**config.mk**
```make
export PLATFORM = sky130hd
export DESIGN_NAME = core_ctrl
export DESIGN_NICKNAME = d
export VERILOG_FILES = /design/src/rtl/core_ctrl_pkg.sv /design/src/rtl/core_if_skid.sv /design/src/rtl/core_ctrl.sv
export SDC_FILE = /design/constraint.sdc
export NUM_CORES = 1
export LEC_CHECK = 0
export BUFFER_PORTS_ARGS = -buffer_cell sky130_fd_sc_hd__clkbuf_2
export CORE_MARGIN = 4
export CORE_UTILIZATION = 62
export CTS_BUF_LIST = sky130_fd_sc_hd__clkbuf_2 sky130_fd_sc_hd__clkbuf_4 sky130_fd_sc_hd__clkbuf_8
export DETAILED_ROUTE_END_ITERATION = 16
export PLACE_DENSITY = 0.88
export RECOVER_POWER = 50
export SYNTH_ARGS = -nofsm -noshare
export SYNTH_HDL_FRONTEND = slang
export SYNTH_SLANG_ARGS = --single-unit
```
**constraint.sdc**
```tcl
create_clock -name clk -period 16.1 [get_ports clk]
set_input_delay 3.22 -clock clk [delete_from_list [all_inputs] [get_ports clk]]
set_output_delay 3.22 -clock clk [all_outputs]
set_load 0.01 [all_outputs]
```
**src/rtl/core_ctrl_pkg.sv**
```systemverilog
// Shared constants, state encoding and fetch bundle
// for the xRV32I PC/fetch controller.
package core_ctrl_pkg;

  localparam logic [31:0] INST_NOP = 32'h0000_0013;
  localparam logic [31:0] CPU_RST_ADDRESS = 32'h0000_0000;
  localparam logic HOLD_ENABLE = 1'b1;
  localparam logic JUMP_ENABLE = 1'b1;

  typedef enum logic [1:0] {
    CTRL_ST_RESET = 2'd0,
    CTRL_ST_RUN   = 2'd1,
    CTRL_ST_KILL  = 2'd2,
    CTRL_ST_HOLD  = 2'd3
  } ctrl_state_e;

  typedef struct packed {
    logic [31:0] inst;
    logic [31:0] addr;
  } fetch_t;

endpackage

```
**src/rtl/core_if_skid.sv**
```systemverilog
// One-entry skid buffer catching a fetch response
// that lands while the pipeline is held.
module core_if_skid
  import core_ctrl_pkg::*;
(
  input  logic   clk,
  input  logic   rst,
  input  logic   load,
  input  logic   clear,
  input  fetch_t din,
  output logic   valid,
  output fetch_t dout
);

  always_ff @(posedge clk or posedge rst) begin
    if (rst) begin
      valid <= 1'b0;
      dout  <= '0;
    end else if (clear) begin
      valid <= 1'b0;
    end else if (load) begin
      valid <= 1'b1;
      dout  <= din;
    end
  end

endmodule

```
**src/rtl/core_ctrl.sv**
```systemverilog
// PC owner and single-outstanding fetch controller
// feeding the IF/ID register.
module core_ctrl
  import core_ctrl_pkg::*;
#(
  parameter logic [31:0] RST_ADDR = CPU_RST_ADDRESS
) (
  input  logic        clk,
  input  logic        rst,
  input  logic        jump_flag_in,
  input  logic [31:0] jump_addr_in,
  input  logic        hold_flag_in,
  input  logic        hold_ext_in,
  output logic        ifetch_req_out,
  output logic [31:0] ifetch_addr_out,
  input  logic        ifetch_ack_in,
  input  logic [31:0] ifetch_data_in,
  output logic [31:0] inst_out,
  output logic [31:0] inst_addr_out,
  output logic        inst_valid_out,
  output logic        hold_out,
  output logic        flush_out,
  output logic        misalign_out
);

  ctrl_state_e state, state_n;

  logic [31:0] pc;
  logic [31:0] fetch_addr;
  logic        pending;
  logic        hold;
  logic        jump;
  logic        issue;
  logic        ack;
  logic        keep;
  logic        skid_valid;
  logic        skid_load;
  logic        skid_clear;
  fetch_t      skid_q;
  fetch_t      resp;

  assign hold = (hold_flag_in == HOLD_ENABLE)
              | (hold_ext_in == HOLD_ENABLE);
  assign jump = (jump_flag_in == JUMP_ENABLE)
              & (state != CTRL_ST_RESET);

  // jump outranks fetch: no new request in a redirect cycle
  assign issue = (state == CTRL_ST_RUN) & ~pending
               & ~skid_valid & ~hold & ~jump;

  assign ifetch_req_out  = pending | issue;
  assign ifetch_addr_out = pending ? fetch_addr : pc;
  assign ack  = ifetch_ack_in & ifetch_req_out;
  assign keep = ack & ~jump & (state != CTRL_ST_KILL);
  assign resp = '{inst: ifetch_data_in,
                  addr: ifetch_addr_out};

  assign hold_out     = hold;
  assign flush_out    = jump;
  assign misalign_out = jump & (|jump_addr_in[1:0]);

  assign skid_load  = keep & hold;
  assign skid_clear = jump | (~hold & skid_valid);

  core_if_skid u_skid (
    .clk   (clk),
    .rst   (rst),
    .load  (skid_load),
    .clear (skid_clear),
    .din   (resp),
    .valid (skid_valid),
    .dout  (skid_q)
  );

  always_comb begin
    state_n = state;
    if (jump) begin
      state_n = (pending & ~ack) ? CTRL_ST_KILL
                                 : CTRL_ST_RUN;
    end else begin
      case (state)
        CTRL_ST_RESET: state_n = CTRL_ST_RUN;
        CTRL_ST_RUN:
          if (hold) state_n = CTRL_ST_HOLD;
        CTRL_ST_KILL:
          if (ack) state_n = CTRL_ST_RUN;
        CTRL_ST_HOLD:
          if (!hold) state_n = CTRL_ST_RUN;
        default: state_n = CTRL_ST_RESET;
      endcase
    end
  end

  always_ff @(posedge clk or posedge rst) begin
    if (rst) state <= CTRL_ST_RESET;
    else     state <= state_n;
  end

  always_ff @(posedge clk or posedge rst) begin
    if (rst) begin
      pc         <= RST_ADDR;
      fetch_addr <= RST_ADDR;
      pending    <= 1'b0;
    end else begin
      if (jump)
        pc <= {jump_addr_in[31:2], 2'b00};
      else if (issue)
        pc <= pc + 32'd4;
      if (issue)
        fetch_addr <= pc;
      pending <= (pending | issue) & ~ack;
    end
  end

  // skid entry drains before any fresh response
  always_ff @(posedge clk or posedge rst) begin
    if (rst) begin
      inst_out       <= INST_NOP;
      inst_addr_out  <= RST_ADDR;
      inst_valid_out <= 1'b0;
    end else if (jump) begin
      inst_out       <= INST_NOP;
      inst_valid_out <= 1'b0;
    end else if (hold) begin
      inst_valid_out <= inst_valid_out;
    end else if (skid_valid) begin
      inst_out       <= skid_q.inst;
      inst_addr_out  <= skid_q.addr;
      inst_valid_out <= 1'b1;
    end else if (keep) begin
      inst_out       <= resp.inst;
      inst_addr_out  <= resp.addr;
      inst_valid_out <= 1'b1;
    end else begin
      inst_valid_out <= 1'b0;
    end
  end

endmodule

```
==> metrics.md, run 1 <==
| Metric | Value |
|---|---|
| Clk_lat worst skew | `~0.46 ns` |
| Main combinational cell family by area after synthesis | `multiplexers` |
| Max-cap violations | `3` |
| Grt ovf | `0` |
| Number of flops mapped to enable cells by yosys | `0` |
| Final Worst Setup Slack | `6.49 ns` |
| Avg WL per Cell | `17.1 µm` |
| Number of hold buffers added after CTS | `0` |
| Multi-input logic area | `0.00367 mm²` |
| Final setup viols | `0` |
| Starting Density | `about 63%` |
| Clock power share | `between 20% and 30%` |
| CP most frequent cell | `clkbuf_1` |
| Switching Power | `0.000352 W` |
| Placement Setup Slack | `8.09 ns` |
| Yosys Warn Count | `0` |
| Global placer's final weighted congestion | `just under 0.8` |
| Wirelength, routed | `19.3 mm` |
| Syn-to-layout area delta | `13.5%` |
| Post-Syn Area | `roughly 0.0088 mm²` |
| Failing checks | `max-capacitance violations, max-slew violations` |
| Final hold slack | `0.509 ns` |
| Detail Placement HPWL | `approximately 13 mm` |
| Post-Synthesis Cells | `between 800 and 900` |
| Die Span Y | `127 µm` |
| CTS root buffer | `clkbuf_8` |
| CTS Buffer Depth | `2` |
| Clk sink count | `roughly 190` |
| Die area | `0.0162 mm²` |
| IO Pins | `171` |
| Synth unique cells | `43` |
| Least-Margin Pin Slew | `5.10 ns` |
| R2R Setup Slk | `12.71 ns` |
| #FFs+latches synth | `about 190` |
| Status | `finished with violations` |
| Post-CTS Setup Inserts | `0` |
| CP Launch Type | `input port` |
| Int Pwr | `~0.00087 W` |
| Setup TNS | `0 ns` |
| Htree depth | `4` |
| Final Max Slew Viols | `235` |
| Min-delay src | `inst_addr_out[22]` |
| Synth Area in Compound Gates | `between 10% and 20%` |
| DRC errors left | `0` |
| Comb power frac | `between 15 and 20%` |
| CP endpoint kind | `primary output` |
| Min Tclk post-route | `9.61 ns` |
| Total GRT Usage | `24.6%` |
| Adder-Cell Fraction of Synth Area | `less than 1%` |
| CTS tree | `done` |
| Seq pwr share | `53.8%` |
| Final hold vios | `0` |
| Placed Area | `~0.0097 mm²` |
| N_diodes | `0` |
| Crit Path Category | `input port to primary output` |
| Critical R2R Capture | `fetch_addr[17]` |
| Crit path DAT | `6.39 ns` |
| First-pass iteration count of the detailed router | `5` |
| DR vias/cell | `5.70` |
| PostCTS Resize Cnt | `0` |
| Worst hold endpoint | `inst_addr_out[22]` |
| Inserted Clock Buffers | `17` |
| WHS Path Cells | `1` |
| Filler cells | `between 1000 and 1500` |
| Post-Synth XOR/XNOR Area | `between 2 and 2.5%` |
| Maximum vdd drop | `0.0000775 V` |
| Die width | `127 µm` |
| Critical path's slowest cell | `clkbuf_1` |
| Worst EP required | `12.88 ns` |
| Max_slew headroom | `-242%` |
| Crit-path cells | `clkbuf_1 > nor2_4 > clkbuf_1 > nand2_1 > o21ai_0 > clkbuf_2` |
| First-pass GRT wire length | `32.0 mm` |
| Initial antenna violation count | `0` |
| Unrepaired setup endpoints after global routing | `false` |
| CP max FO | `42` |
| Sw Share | `28.9%` |
| # rows | `43` |
| RR Startpoint | `u_skid.valid` |
| Core area | `0.0139 mm²` |
| Initial DRC Count | `452` |
| Critical path origin | `hold_ext_in` |
| PwrDens | `122 mW/mm²` |
| Clock Skews | `around 0.012 ns` |
| Slowest cell delay on critical path | `roughly 1.4 ns` |
| Final worst-path cycle share | `59.7%` |
| Post-Synth Simple-Gate Area | `9.04%` |
| Synth Area per Inst | `10.9 µm²` |
| Fin nets | `1009` |
| Share of cells above drive strength 1 | `25.4%` |
| Pin count of the biggest net entering global routing | `119` |
| Seq/Total Area, Yosys | `between 50% and 60%` |
| Sequential cell area | `0.00474 mm²` |
| Multiplexer share of the synthesized area | `18.8%` |
| Top FF cell, synth | `dfrtp_1` |
| Final Util | `between 70 and 80%` |
| Post-synthesis async set-or-reset flop share | `100%` |
| Worst reg-to-reg path cell count | `4` |
| Worst Hold Class | `flop to flop` |
| Final Cell Area | `0.00998 mm²` |
| Leak | `~4.4 nW` |
| DR vias | `6443` |
| Number of global-route vias before repair | `6412` |
| PortBufs | `around 170` |
| Reg clk slew, reported paths | `roughly 0.090 ns` |
| Fmax | `approximately 0.10 GHz` |
| ANT nets after route | `0` |
-- final cells by class --
| cell class | instances | share of cell area (%) |
|---|---|---|
| flip-flops and latches | 189 | 47.5 |
| multi-input cells | 519 | 36.7 |
| repair buffers | 173 | 7.96 |
| clock buffers | 21 | 2.71 |
| well taps | 180 | 2.26 |
| clock inverters | 11 | 1.44 |
| inverters | 38 | 1.44 |
-- layout by cell type, fill, tap and decap left out, drive strengths merged, types with 7 or more instances in the layout --
master  instances
nand3          13
inv            37
a21oi          62
o21ai          56
clkbuf        189
dfrtp         186
mux2           92
xor2            7
nor2           41
a211oi         32
xnor2          18
nand2          73
nor4            8
mux2i          62
nor3            9
clkinv          7
-- synthesized netlist by cell type, types with 2 or more instances --
library cell  instances  area [µm²]
clkbuf_1             32         120
a31oi_1               5        31.3
dfrtp_1             186        4650
nor3_1                9        45.0
o211ai_1              3        22.5
a21oi_1              62         310
nor2_1               41         154
nand2_1              73         274
mux2_2               92        1040
xnor2_1              18         158
nand3_1              13        65.1
buf_4                 4        30.0
nor4_1                8        50.1
and3_1                4        25.0
xor2_1                7        61.3
a221o_1               2        20.0
and4_1                5        43.8
a211oi_1             32         240
buf_2                14        70.1
mux2i_1              62         621
o21ai_0              56         280
and2_1                4        25.0
inv_1                38         143
nand4_1               5        31.3
buf_1                 9        33.8
dfstp_2               3        78.8
-- critical path, delay by kind of cell --
kind	cells	cell delay (ns)
buffers and inverters	3	1.73
AOI/OAI and AO/OA	1	0.44
and+or+nand+nor	2	0.99
-- routing by layer --
layer	track usage, %	wire (µm)
met1	33.3	8620
met2	39.8	9320
met3	6.94	1180
met4	6.50	225
met5	0	0
-- metrics by stage --
step / total power, W / std cells
after global placement: 0.000893 / 1099
after detailed placement: 0.000914 / 1099
after floorplan: 0.000818 / 807
final: 0.00122 / 1131
after CTS: 0.00123 / 1131
after global routing: 0.00129 / 1131
-- state kept, by name, summed over array words and instances (netlist names) --
signal / count
u_skid.valid: 1
state: 2
pending: 1
u_skid.dout: 62
inst_out: 32
inst_valid_out: 1
inst_addr_out: 30
fetch_addr: 30
pc: 30
-- worst max-delay path by stage --
stage	slack, ns	cells after the start	to
6_report	6.49	6	ifetch_req_out
5_1_grt	5.53	3	fetch_addr[26]
4_1_cts	8.08	6	ifetch_req_out
3_5_place_dp	8.09	6	ifetch_req_out
3_3_place_gp	8.07	6	ifetch_req_out
2_1_floorplan	7.74	1	fetch_addr[10]
-- logic make-up after synthesis --
| group | Yosys count |
|---|---|
| other cells | 1 |
| fa+ha+maj | 2 |
| simple gates | 169 |
| mux | 154 |
| xor+xnor | 25 |
| compound gates | 165 |
| flops | 189 |
| buf+inv | 99 |
-- power by group through the flow --
stage / combinational [W] / sequential, W / clock (W)
2_1_floorplan: 0.000159 / 0.000659 / 0
3_5_place_dp: 0.000249 / 0.000664 / 0
6_report: 0.000237 / 0.000656 / 0.000325
5_1_grt: 0.000267 / 0.000671 / 0.000353
4_1_cts: 0.000250 / 0.000655 / 0.000330
3_3_place_gp: 0.000237 / 0.000656 / 0
Power figures use the tool's default switching activity.
==> inputs of run 2 (changes only) <==
--- a/config.mk
+++ b/config.mk
@@ -7,10 +7,10 @@
 export LEC_CHECK = 0
 export BUFFER_PORTS_ARGS = -buffer_cell sky130_fd_sc_hd__clkbuf_2
 export CORE_MARGIN = 4
-export CORE_UTILIZATION = 62
+export CORE_UTILIZATION = 52
 export CTS_BUF_LIST = sky130_fd_sc_hd__clkbuf_2 sky130_fd_sc_hd__clkbuf_4 sky130_fd_sc_hd__clkbuf_8
 export DETAILED_ROUTE_END_ITERATION = 16
-export PLACE_DENSITY = 0.88
+export PLACE_DENSITY = 0.79
 export RECOVER_POWER = 50
 export SYNTH_ARGS = -nofsm -noshare
 export SYNTH_HDL_FRONTEND = slang
==> constraint.sdc (replaced) <==
create_clock -name clk -period 8.75 [get_ports clk]
set_input_delay 1.75 -clock clk [delete_from_list [all_inputs] [get_ports clk]]
set_output_delay 1.75 -clock clk [all_outputs]
set_load 0.01 [all_outputs]
==> run 2 against run 1 <==
  * The flow still finishes with violations (max-capacitance violations, max-slew violations)
  * Sequential share of layout area fell by 0.74 points
  * Die area rose by 18%
  * Critical path type is now input port to flop
  * Worst setup slack got worse by 4.1 ns
  * Sequential power rose by 83%
  * Combinational power rose by 86%
  * Non-clock buffer count fell by 1
  * Global-route usage fell by 3.2 points
  * Clock skew rose by 0.00084 ns
  * Count of clock-buffer cells in the layout fell by 3
  * Total power rose by 94%
==> metrics.md, run 2 (synthesis gave the netlist of run 1 again) <==
| Metric | Value |
|---|---|
| Status | `finished with violations` |
| Failing checks | `max-capacitance violations, max-slew violations` |
| Fmax | `0.158 GHz` |
| Final worst-path cycle share | `between 70% and 80%` |
| # rows | `47 (+9.3%)` |
| Placement Setup Slack | `3.50 ns (-4.60 ns)` |
| Clk_lat worst skew | `0.46 ns (about the same)` |
| Final hold vios | `0 (unchanged)` |
| Highest routed metal layer | `met4` |
| Starting Density | `53.1% (-10 points)` |
| CP Launch Type | `input port` |
| Int Pwr | `0.00170 W (+96%)` |
| Crit Path Category | `input port to flop` |
| Worst reg-to-reg path cell count | `6 (+2)` |
| Max_slew headroom | `-233% (+8.4 points)` |
| Post-CTS Setup Inserts | `0 (unchanged)` |
| Total GRT Usage | `21.4% (-3.2 points)` |
| CTS root buffer | `clkbuf_8` |
| Final Worst Setup Slack | `2.40 ns (-4.08 ns)` |
| Leak | `4.41 nW (+0.93%)` |
| Least-Margin Pin Slew | `4.97 ns (-0.125 ns)` |
| Max-cap violations | `3 (unchanged)` |
| Reg with most FFs | `u_skid.dout` |
| Pin count of the biggest net entering global routing | `114 (-4.2%)` |
| First-pass iteration count of the detailed router | `4 (-1)` |
| PortBufs | `166 (unchanged)` |
| First-pass GRT wire length | `33.6 mm (+4.8%)` |
| Switching Power | `0.000659 W (+87%)` |
| Number of hold buffers added after CTS | `0 (unchanged)` |
| Reg clk slew, reported paths | `0.09 ns (about the same)` |
| Placed Area | `0.00973 mm² (+0.49%)` |
| Metal-1 WL | `9.00 mm (+4.4%)` |
| DR vias | `6417 (-0.40%)` |
| CTS tree | `done` |
| Number of global-route vias before repair | `6610 (+3.1%)` |
| RR Startpoint | `state[1]` |
| CP max FO | `86 (+100%)` |
| Avg WL per Cell | `16.9 µm (-0.93%)` |
| CP endpoint | `u_skid.dout[63]` |
| Inserted Clock Buffers | `17 (unchanged)` |
| Initial DRC Count | `420 (-7.1%)` |
| Htree depth | `4 (unchanged)` |
| Final Cell Area | `0.0101 mm² (+1.6%)` |
| Clk sink count | `189 (unchanged)` |
| Wirelength, routed | `19.8 mm (+2.4%)` |
| DRC errors left | `0 (unchanged)` |
| Die width | `138 µm (+8.6%)` |
| Min Tclk post-route | `6.35 ns` |
| Final Util | `61.2% (-11 points)` |
| Maximum vdd drop | `0.000116 V (+50%)` |
| Core area | `0.0166 mm² (+19%)` |
| Initial antenna violation count | `0 (unchanged)` |
| Commonest cells after routing, fill and taps aside | `dfrtp_1 (184), clkbuf_2 (103), mux2_2 (92)` |
| Crit path DAT | `6.69 ns (+0.30 ns)` |
| R2R Setup Slk | `3.49 ns (-9.22 ns)` |
| Syn-to-layout area delta | `15.3%` |
| Comb power frac | `18.6% (-0.9 points)` |
| ANT nets after route | `0 (unchanged)` |
| Non-Filler Instances | `1169 (+3.4%)` |
| N_diodes | `0 (unchanged)` |
| Placed Cells incl. Taps | `1138 (+3.5%)` |
| Worst EP required | `9.10 ns (-3.78 ns)` |
| Detail Placement HPWL | `12.8 mm (-0.60%)` |
| PwrDens | `233 mW/mm² (+91%)` |
| Grt ovf | `0 (unchanged)` |
| Seq pwr share | `50.9% (-2.9 points)` |
| Global placer's final weighted congestion | `0.779 (-1.4%)` |
| Largest register FFs | `62 (unchanged)` |
| Final Max Slew Viols | `217 (-7.7%)` |
| Routed length on met2 | `9.32 mm (unchanged)` |
| Sw Share | `27.9% (-0.99 points)` |
| Clock power share | `30.4% (+3.7 points)` |
| Clock Skews | `0.0129 ns (+0.000844 ns)` |
| CP endpoint kind | `flop` |
| Share of cells above drive strength 1 | `25.7% (+0.26 points)` |
| Die area | `0.0191 mm² (+18%)` |
| Final setup viols | `0 (unchanged)` |
| IO Pins | `171 (unchanged)` |
| Largest registers | `u_skid.dout x62, inst_out x32` |
| DR vias/cell | `5.49 (-3.6%)` |
| Unrepaired setup endpoints after global routing | `false` |
| CTS Buffer Depth | `2 (unchanged)` |
| Die Span Y | `138 µm (+8.6%)` |
| Critical path origin | `jump_flag_in` |
| Fin nets | `1008 (-0.099%)` |
| Most common cell after layout, fill and taps aside | `dfrtp_1` |
| Worst Hold Class | `flop to flop` |
| DR WL met3 | `1.27 mm (+7.3%)` |
| Setup TNS | `0 ns (unchanged)` |
| Critical R2R Capture | `u_skid.dout[63]` |
| PostCTS Resize Cnt | `0 (unchanged)` |
-- run 2: per-layer routing --
metal | global-route usage (%) | vias to the layer above
li1 | - | 3062
met1 | 29.8 | 3170
met2 | 33.9 | 166
met3 | 5.49 | 19
met4 | 5.56 | 0
met5 | 0 | -
-- run 2: through the flow --
step / total power, W / hold WS (ns)
after floorplan: 0.00151 / 0.480
after global placement: 0.00165 / 0.488
after detailed placement: 0.00168 / 0.495
after CTS: 0.00240 / 0.517
after global routing: 0.00250 / 0.526
final: 0.00236 / 0.510
-- run 2: power by group through the flow --
stage                     clock [W]  sequential [W]  combinational, W
after floorplan                   0         0.00121          0.000293
after global placement            0         0.00121          0.000443
after detailed placement          0         0.00122          0.000461
after CTS                  0.000737         0.00120          0.000462
after global routing       0.000770         0.00123          0.000498
final                      0.000718         0.00120          0.000440
-- run 2: layout make-up --
cell class,instances,area [µm²]
multi-input combinational,519,3680
clock inverter,13,260
timing repair buffer,172,793
clock buffer,18,248
fill,1410,6440
inverter,38,144
tap,220,275
sequential,189,4740
-- run 2: worst min-delay path by stage --
stage,startpoint,end,slack [ns],depth (start not counted)
floorplan,u_skid.dout[58],u_skid.dout[58],0.48,1
finish,inst_addr_out[4],inst_addr_out[4],0.51,1
CTS,fetch_addr[8],fetch_addr[8],0.52,1
detailed placement,u_skid.dout[43],u_skid.dout[43],0.50,1
global placement,u_skid.dout[53],u_skid.dout[53],0.49,1
global route,u_skid.dout[42],u_skid.dout[42],0.53,1
-- run 2: critical path, cell delays in order --
cell and delay, ns:
clkbuf_1 0.32, o21ai_0 0.87, inv_2 0.22, clkbuf_1 2.58, nor3_2 0.04, buf_4 0.48, mux2_2 0.37
